$ cat src/rtl/multicycle_control_fsm.sv
// Control FSM for a multi-cycle RV32I core (lw, sw, R-type, I-type ALU, beq, jal).
// Sequences fetch/decode/execute/memory/write-back and counts retired instructions.
module multicycle_control_fsm #(
  parameter bit MEM_WAIT = 1'b1,
  parameter int CNT_W    = 32
) (
  input  logic             clk,
  input  logic             rst,
  input  logic [6:0]       op,
  input  logic             zero,
  input  logic             mem_ready,
  output logic             pc_write,
  output logic             adr_src,
  output logic             mem_write,
  output logic             ir_write,
  output logic             reg_write,
  output logic [1:0]       result_src,
  output logic [1:0]       alu_src_a,
  output logic [1:0]       alu_src_b,
  output logic [1:0]       alu_op,
  output logic [1:0]       imm_src,
  output logic             illegal_op,
  output logic [3:0]       state_o,
  output logic [CNT_W-1:0] instret
);

  localparam logic [6:0] OP_LW  = 7'b0000011;
  localparam logic [6:0] OP_SW  = 7'b0100011;
  localparam logic [6:0] OP_R   = 7'b0110011;
  localparam logic [6:0] OP_I   = 7'b0010011;
  localparam logic [6:0] OP_JAL = 7'b1101111;
  localparam logic [6:0] OP_BEQ = 7'b1100011;

  typedef enum logic [3:0] {
    S_FETCH    = 4'd0,
    S_DECODE   = 4'd1,
    S_MEMADR   = 4'd2,
    S_MEMREAD  = 4'd3,
    S_MEMWB    = 4'd4,
    S_MEMWRITE = 4'd5,
    S_EXECR    = 4'd6,
    S_ALUWB    = 4'd7,
    S_EXECI    = 4'd8,
    S_JAL      = 4'd9,
    S_BEQ      = 4'd10
  } state_t;

  state_t           state_q, state_d;
  logic [CNT_W-1:0] instret_q, instret_d;
  logic             rdy;
  logic             pc_update;
  logic             branch;
  logic             retire;

  // Without memory waits every access is treated as completing immediately.
  assign rdy = (MEM_WAIT == 1'b0) ? 1'b1 : mem_ready;

  always_ff @(posedge clk or negedge rst) begin
    if (!rst) begin
      state_q   <= S_FETCH;
      instret_q <= '0;
    end else begin
      state_q   <= state_d;
      instret_q <= instret_d;
    end
  end

  always_comb begin
    state_d    = state_q;
    adr_src    = 1'b0;
    mem_write  = 1'b0;
    ir_write   = 1'b0;
    reg_write  = 1'b0;
    result_src = 2'b00;
    alu_src_a  = 2'b00;
    alu_src_b  = 2'b00;
    alu_op     = 2'b00;
    illegal_op = 1'b0;
    pc_update  = 1'b0;
    branch     = 1'b0;
    retire     = 1'b0;
    case (state_q)
      S_FETCH: begin
        ir_write   = rdy;
        pc_update  = rdy;
        alu_src_b  = 2'b10;
        result_src = 2'b10;
        if (rdy) state_d = S_DECODE;
      end
      S_DECODE: begin
        // Branch/jump target (OldPC + imm) is parked in ALUOut here.
        alu_src_a = 2'b01;
        alu_src_b = 2'b01;
        case (op)
          OP_LW, OP_SW: state_d = S_MEMADR;
          OP_R:         state_d = S_EXECR;
          OP_I:         state_d = S_EXECI;
          OP_JAL:       state_d = S_JAL;
          OP_BEQ:       state_d = S_BEQ;
          default: begin
            illegal_op = 1'b1;
            state_d    = S_FETCH;
          end
        endcase
      end
      S_MEMADR: begin
        alu_src_a = 2'b10;
        alu_src_b = 2'b01;
        state_d   = (op == OP_SW) ? S_MEMWRITE : S_MEMREAD;
      end
      S_MEMREAD: begin
        adr_src = 1'b1;
        if (rdy) state_d = S_MEMWB;
      end
      S_MEMWB: begin
        result_src = 2'b01;
        reg_write  = 1'b1;
        retire     = 1'b1;
        state_d    = S_FETCH;
      end
      S_MEMWRITE: begin
        adr_src   = 1'b1;
        mem_write = 1'b1;
        if (rdy) begin
          retire  = 1'b1;
          state_d = S_FETCH;
        end
      end
      S_EXECR: begin
        alu_src_a = 2'b10;
        alu_src_b = 2'b00;
        alu_op    = 2'b10;
        state_d   = S_ALUWB;
      end
      S_EXECI: begin
        alu_src_a = 2'b10;
        alu_src_b = 2'b01;
        alu_op    = 2'b10;
        state_d   = S_ALUWB;
      end
      S_JAL: begin
        alu_src_a = 2'b01;
        alu_src_b = 2'b10;
        pc_update = 1'b1;
        state_d   = S_ALUWB;
      end
      S_ALUWB: begin
        reg_write = 1'b1;
        retire    = 1'b1;
        state_d   = S_FETCH;
      end
      S_BEQ: begin
        alu_src_a = 2'b10;
        alu_src_b = 2'b00;
        alu_op    = 2'b01;
        branch    = 1'b1;
        retire    = 1'b1;
        state_d   = S_FETCH;
      end
      default: state_d = S_FETCH;
    endcase
  end

  always_comb begin
    case (op)
      OP_SW:   imm_src = 2'b01;
      OP_BEQ:  imm_src = 2'b10;
      OP_JAL:  imm_src = 2'b11;
      default: imm_src = 2'b00;
    endcase
  end

  assign instret_d = retire ? instret_q + CNT_W'(1) : instret_q;
  assign pc_write  = pc_update | (branch & zero);
  assign state_o   = state_q;
  assign instret   = instret_q;

endmodule

$ cat config.mk
export PLATFORM = sky130hd
export DESIGN_NAME = multicycle_control_fsm
export DESIGN_NICKNAME = d
export VERILOG_FILES = /design/src/rtl/multicycle_control_fsm.sv
export SDC_FILE = /design/constraint.sdc
export NUM_CORES = 1
export LEC_CHECK = 0
export CAP_MARGIN = 30
export CORE_MARGIN = 1.5
export CORE_UTILIZATION = 40
export CTS_CLUSTER_SIZE = 40
export DETAILED_ROUTE_END_ITERATION = 10
export PLACE_DENSITY_LB_ADDON = 0.25
export SYNTH_ARGS = -nofsm -noshare
export SYNTH_HDL_FRONTEND = slang
export SYNTH_SLANG_ARGS = --single-unit
export TNS_END_PERCENT = 50
$ cat constraint.sdc
create_clock -name clk -period 2.6 [get_ports clk]
set_clock_uncertainty 0.2 [all_clocks]
set_input_delay 0.52 -clock clk [delete_from_list [all_inputs] [get_ports clk]]
set_output_delay 0.52 -clock clk [all_outputs]
set_load 0.02 [all_outputs]
==> results by group, run 1 <==
Pwr
  • Part of the power in combinational logic: 46.4%
  • Sequential fraction of design power: 33.8%
  • VDD IR max: 0.496 mV
  • Int Pwr: 1.28 mW
  • PD cells: 653 nW/um^2
  • Leak pwr: 1.54 nW
  • Sw Ratio: 38.3%
  • Clk pwr share: 19.8%
  • Design Power: 2.07 mW
  • Net Switching: 0.794 mW

Synthesis
  • Ys Warns: 0
  • Multiplexer share of the synthesized area: 0.449%
  • Number of flops mapped to enable cells by yosys: 0
  • FFs w/ async S/R, synth: 100%
  • Largest area contributor in the netlist: dfrtp_1
  • Cells after Synth: 230
  • Largest family of logic cells by synthesized area: simple AND/OR/NAND/NOR gates
  • Top FF cell, synth: dfrtp_1
  • Yosys reg bits: 36
  • Synth top area share: 40.4%
  • Simple-Gate Fraction of Synth Area: 33.2%
  • Area contributors post-synth: dfrtp_1, xor2_1, nor4_2
  • Adder-cell share of the synthesized area: 1.01%
  • Xor and xnor fraction of the mapped netlist area: 13.4%
  • Synth cell types: 49
  • Mapped Area: 2230 sq um
  • Synth Area in Compound Gates: 7.19%
  • Seq/Total Area, Yosys: 40.4%
  • Synthesized Nets: 242
  • Mean Syn Cell Area: 9.69 sq um

Clock network
  • Latest clock arrival within the worst-skew pair: 0.29 ns
  • Clk sinks: 36
  • Inserted Clock Buffers: 5
  • Reg clk slew, reported paths: 0.07 ns
  • Root buf cell: clkbuf_8
  • Clock Tree Buf Depth: 2
  • CTS Hold Buffers Added: 0
  • CTS tree: yes
  • CTS H-tree lvls: 2

Run
  • Max cap viols: 0

Die
  • Die X: 77.6 um
  • Starting Density: 42.5%
  • Die area: 6030 sq um
  • Ports: 63
  • Chip height: 77.6 um
  • Site row count: 26
  • Core area: 5240 sq um

Detailed routing
  • Final ANT Viol Nets: 0
  • Drt first pass iters: 4
  • Starting DRT DRC Count: 76
  • Routed WL per cell: 14.0 um
  • Vias: 2008
  • Post-Route WL: 5330 um
  • # DRC: 0
  • Vias/cell: 5.27

Place
  • Post-DP HPWL: 3780 um
  • Placed cells: 371
  • Port Buffers: 62
  • RePlAce Congestion: 0.835

Final layout
  • ANT cells: 0
  • Area Growth Syn to Fin: 42.4%
  • Final std cells w/o fill: 381
  • Commonest non-fill, non-tap cell in the layout: clkdlybuf4s50_1
  • Commonest non-fill, non-tap cells in the layout: clkdlybuf4s50_1, dfrtp_1, xor2_1
  • Fraction of layout cells with a size suffix above 1: 19.0%
  • NumNets Final: 322

Worst setup path
  • R2R Path End: state_o[2]
  • CP peak stage delay: 0.47 ns
  • R2R Path Start: state_o[0]
  • Worst-case reg-to-reg path depth: 5
  • CP cell instances: clkdlybuf4s50_1, nor4_2, buf_4, nor3_1, clkdlybuf4s15_1
  • Worst path required time: 1.88 ns
  • Nature of the critical path startpoint: primary input
  • Worst Setup SP: op[2]
  • CP arrival: 1.86 ns
  • R2R setup slack: 0.56 ns
  • Crit path max-delay cell type: clkdlybuf4s50_1
  • WS Path Type: in -> out
  • CP Capture Point: illegal_op
  • Setup crit end kind: primary output
  • Crit-path max FO: 4

STA
  • Final TNS setup: 0 ns
  • RSZ-0062 raised after global routing: yes
  • Max-slew headroom: 70.1%
  • Min Clock Period, post-route: 2.58 ns
  • Peak Freq: 387 MHz
  • Final hold vios: 0
  • Slew @ Worst Pin: 0.449 ns
  • Final Max Tran Viols: 0
  • Hold WS: 0.279 ns
  • Final setup viols: 0
  • Period utilization: 99.3%

Global routing
  • Pin count of the biggest net entering global routing: 37
  • Gr ovfl total: 0
  • Vias in the first global route: 2005
  • Initial antenna violation count: 0
  • First-pass GRT wire length: 9250 um
  • Total track usage: 19.0%

Status
  • Status: completed

Min path
  • HP Class: reg -> reg
-- flip-flops by register name, indices dropped and copies added, names as in the netlist --
name     cells
instret     32
state_o      4
-- cell usage after synthesis, types with 2 or more instances --
library cell / count
or2_2: 2
a31oi_1: 2
nand2b_1: 6
nor2_1: 14
nor3_1: 15
nand4b_1: 2
and3_1: 7
buf_6: 3
dfrtp_1: 36
clkbuf_1: 4
inv_1: 6
a21oi_1: 5
buf_1: 3
and4_1: 4
and2_1: 3
nor4_2: 7
xor2_1: 25
a211oi_1: 3
nor2b_1: 3
nor4_1: 9
nand2_1: 19
buf_2: 3
nand4_1: 6
nand3_1: 10
xnor2_1: 9
-- per-layer routing --
metal / vias up / track usage (%) / wire (um)
met2: 64 / 32.3 / 2650
met1: 950 / 23.4 / 2320
met5: - / 0 / 0
met4: 0 / 6.91 / 85
li1: 988 / - / -
met3: 6 / 4.12 / 272
-- logic make-up (layout without fill, tap and decap cells) --
family                     Yosys count  after routing
buffers and inverters               19            100
xor gates and xnor gates            34             34
adders and majority gates            2              2
muxes                                1              1
AOI/OAI and AO/OA                   19             19
DFF                                 36             36
and+or+nand+nor                    119            119
-- area by class of cell --
class | count | area [sq um]
tap | 70 | 87.6
clock buffer | 7 | 86.3
sequential | 36 | 906
fill | 457 | 2060
timing repair buffer | 86 | 817
clock inverter | 1 | 7.51
multi-input combinational | 175 | 1250
inverter | 6 | 22.5
-- worst min-delay path by stage --
stage                start          end  slack, ns  cells after the start
3_3_place_gp   instret[31]  instret[31]       0.26                      1
4_1_cts        instret[31]  instret[31]       0.29                      1
2_1_floorplan          rst   instret[0]       0.02                      0
6_report       instret[31]  instret[31]       0.28                      1
3_5_place_dp   instret[31]  instret[31]       0.27                      1
5_1_grt         instret[6]   instret[6]       0.31                      1
-- power groups by stage --
stage / logic [mW] / registers, mW / clock network, mW
3_3_place_gp: 0.967 / 0.708 / 0
3_5_place_dp: 0.965 / 0.708 / 0
5_1_grt: 1.04 / 0.710 / 0.452
6_report: 0.961 / 0.699 / 0.411
4_1_cts: 0.977 / 0.699 / 0.424
2_1_floorplan: 0.543 / 0.698 / 0
-- worst max-delay path: cells and delay by family --
kind | cells | cell delay, ns
buffers and inverters | 3 | 0.95
AND/OR/NAND/NOR | 2 | 0.39
-- what timing repair did --
action                                  in CTS  in global routing
gates resized for setup                     14                 14
endpoints found under the hold margin        0                  0
endpoints found under the setup margin      15                 11
setup buffers                                2                  0
-- per-stage QoR --
| stage | util [%] | worst slack [ns] | area, sq um |
|---|---|---|---|
| 2_1_floorplan | - | 0.0162 | 2230 |
| 3_3_place_gp | 58.0 | -0.275 | 3040 |
| 3_5_place_dp | 58.0 | -0.309 | 3040 |
| 4_1_cts | 60.2 | -0.0262 | 3160 |
| 5_1_grt | 60.6 | -0.0522 | 3170 |
| 6_report | 60.6 | 0.0180 | 3170 |
(Power assumes the default switching activity.)
==> run 2: changes to the inputs <==
--- a/config.mk
+++ b/config.mk
@@ -10,6 +10,7 @@
 export CORE_UTILIZATION = 40
 export CTS_CLUSTER_SIZE = 40
 export DETAILED_ROUTE_END_ITERATION = 10
+export GPL_TIMING_DRIVEN = 0
 export PLACE_DENSITY_LB_ADDON = 0.25
 export SYNTH_ARGS = -nofsm -noshare
 export SYNTH_HDL_FRONTEND = slang
==> run 2 against run 1 <==
Final cell count fell by 2.9%. Core utilization fell by 2.8 points. Sequential power fell by 5.9%. First-iteration DRC count rose by 57%. Register-to-register slack barely moved. Critical path depth did not move. Die area did not move. Largest cell class unchanged. Critical endpoint unchanged. Sequential share of layout area rose by 1.3 points. Via count fell by 2.0%. Clock power fell by 9.7%. Final area fell by 4.7%.
==> results by group, run 2 (synthesized netlist as in run 1, its figures left out) <==
Status
  • Status: completed

Clock network
  • CTS H-tree lvls: 2 (unchanged)
  • CTS tree: yes
  • Clk sinks: 36 (unchanged)
  • CTS Hold Buffers Added: 0 (unchanged)
  • Latest clock arrival within the worst-skew pair: 0.28 ns (about the same)
  • Inserted Clock Buffers: 5 (unchanged)
  • Root buf cell: clkbuf_8
  • Reg clk slew, reported paths: 0.07 ns (about the same)
  • Clock Tree Buf Depth: 2 (unchanged)

Pwr
  • Int Pwr: 1.16 mW (-9.0%)
  • Clk pwr share: 19.1% (-0.7 points)
  • Sequential fraction of design power: 33.9% (about the same)
  • Sw Ratio: 40.2% (+1.9 points)
  • Leak pwr: 1.40 nW (-9.1%)
  • Design Power: 1.94 mW (-6.2%)
  • Net Switching: 0.781 mW (-1.6%)
  • VDD IR max: 0.436 mV (-12%)
  • PD cells: 642 nW/um^2 (-1.6%)
  • Part of the power in combinational logic: 47.0% (+0.6 points)

Worst setup path
  • Setup crit end kind: primary output
  • Crit-path max FO: 4 (unchanged)
  • Worst path required time: 1.88 ns (about the same)
  • WS Path Type: in -> out
  • CP arrival: 1.84 ns (-0.02 ns)
  • CP peak stage delay: 0.59 ns (+0.12 ns)
  • Crit path max-delay cell type: clkdlybuf4s50_1
  • Top delay family on crit path: buffers and inverters
  • CP cell instances: clkdlybuf4s50_1, xor2_1, nor3_2, nor3_1, clkbuf_2
  • Bufs and invs on worst path: 2 (-1)
  • Nature of the critical path startpoint: primary input

Detailed routing
  • # DRC: 0 (unchanged)
  • Starting DRT DRC Count: 119 (+57%)
  • Final ANT Viol Nets: 0 (unchanged)
  • Drt first pass iters: 4 (unchanged)
  • Vias: 1967 (-2.0%)
  • Routed WL per cell: 14.4 um (+2.8%)
  • Post-Route WL: 5320 um (-0.15%)
  • Vias/cell: 5.32 (+0.87%)

Global routing
  • Gr ovfl total: 0 (unchanged)
  • First-pass GRT wire length: 8930 um (-3.4%)
  • Vias in the first global route: 1952 (-2.6%)
  • Initial antenna violation count: 0 (unchanged)
  • Total track usage: 18.4% (-0.56 points)
  • Pin count of the biggest net entering global routing: 37 (unchanged)

Die
  • Starting Density: 42.5% (unchanged)
  • Die X: 77.6 um (unchanged)
  • Ports: 63 (unchanged)
  • Core area: 5240 sq um (unchanged)
  • Site row count: 26 (unchanged)
  • Chip height: 77.6 um (unchanged)
  • Die area: 6030 sq um (unchanged)

Final layout
  • NumNets Final: 312 (-3.1%)
  • FILL cells: 468 (+2.4%)
  • Register area: 903 sq um (-0.28%)
  • Commonest non-fill, non-tap cells in the layout: clkdlybuf4s50_1, dfrtp_1, xor2_1
  • Area Growth Syn to Fin: 35.8%
  • Commonest non-fill, non-tap cell in the layout: clkdlybuf4s50_1
  • Multi-input gate area: 1260 sq um (+0.90%)
  • Design area: 3030 sq um (-4.7%)
  • Max FFs per register: 32 (unchanged)
  • Final std cells w/o fill: 370 (-2.9%)
  • ANT cells: 0 (unchanged)
  • Fraction of layout cells with a size suffix above 1: 16.7% (-2.3 points)

STA
  • RSZ-0062 raised after global routing: yes
  • Max-slew headroom: 47.6% (-22 points)
  • Slew @ Worst Pin: 0.786 ns (+0.337 ns)
  • Final Max Tran Viols: 0 (unchanged)
  • Min Clock Period, post-route: 2.56 ns (-0.0173 ns)
  • Final setup viols: 0 (unchanged)
  • Peak Freq: 390 MHz (+0.67%)
  • Final hold vios: 0 (unchanged)
  • Period utilization: 98.6% (-0.67 points)

Place
  • Post-DP HPWL: 3810 um (+0.59%)
  • RePlAce Congestion: 0.812 (-2.7%)
  • Dpl cell area: 2920 sq um (-3.9%)
  • Placed cells: 361 (-2.7%)
  • Port Buffers: 61 (-1.6%)

Min path
  • HP Class: in -> async

Run
  • Max cap viols: 0 (unchanged)
==> run 2: changes by cell type in the layout (fill, tap and decap cells not counted), sizes merged, moves of 4 or more <==
cell / change
dlygate4sd2: +4
clkbuf: +6
buf: -12
dlymetal6s2s: -7
==> run 2: per-stage QoR <==
stage	setup TNS (ns)	util, %	hold WS, ns	worst slack, ns
after floorplan	0	-	0.0244	0.0162
after CTS	0	58.1	0.146	0.000390
after global placement	-2.21	55.9	0.257	-0.674
after global routing	-0.000168	57.8	0.174	-0.000168
final	0	57.8	0.112	0.0353
after detailed placement	-2.15	55.8	0.263	-0.662
==> run 2: power by group through the flow <==
stage / sequential (mW) / combinational [mW] / clock, mW
3_3_place_gp: 0.667 / 0.951 / 0
6_report: 0.658 / 0.914 / 0.371
3_5_place_dp: 0.667 / 0.950 / 0
5_1_grt: 0.667 / 0.995 / 0.408
4_1_cts: 0.659 / 0.927 / 0.380
2_1_floorplan: 0.698 / 0.543 / 0
==> run 2: worst register-to-register path, stage by stage (launching register included) <==
cell and delay (ns):
dfrtp_2 0.47, or3b_4 0.43, a31oi_4 0.36, buf_6 0.22, nor4_2 0.08, xor2_1 0.16
==> run 2: layer usage <==
layer | vias up | share of wire (%) | GRT usage, %
li1 | 964 | - | -
met1 | 937 | 43 | 22.8
met2 | 62 | 50 | 30.0
met3 | 4 | 5.7 | 4.94
met4 | 0 | 0.88 | 7.82
met5 | - | 0 | 0
==> run 2: path summary, 6_finish.rpt <==
check | from | cells past startpoint | endpoint | slack [ns]
worst min register to register | instret[31] | 1 | instret[31] | 0.27
worst max-delay path | op[2] | 5 | illegal_op | 0.04
min in group clk | instret[31] | 1 | instret[31] | 0.27
worst min-delay path | rst | 1 | instret[21] | 0.11
worst max register to register | state_o[1] | 5 | instret[29] | 0.56
max in group asynchronous | rst | 1 | state_o[1] | 1.54
==> run 2: final cells by class <==
class                      instances  area share (%)
clock buffer                       6            2.40
clock inverter                     1           0.165
timing repair buffer              63            19.4
sequential                        36            29.9
buffer                            13            2.94
inverter                           6           0.744
multi-input combinational        175            41.6
tap                               70            2.89
==> run 2: what timing repair did <==
action	CTS	global route
setup endpoints to repair	15	6
pin swaps	2	0
resized for setup	31	11
hold endpoints to repair	0	0
buffers inserted	2	0
gates cloned	0	0
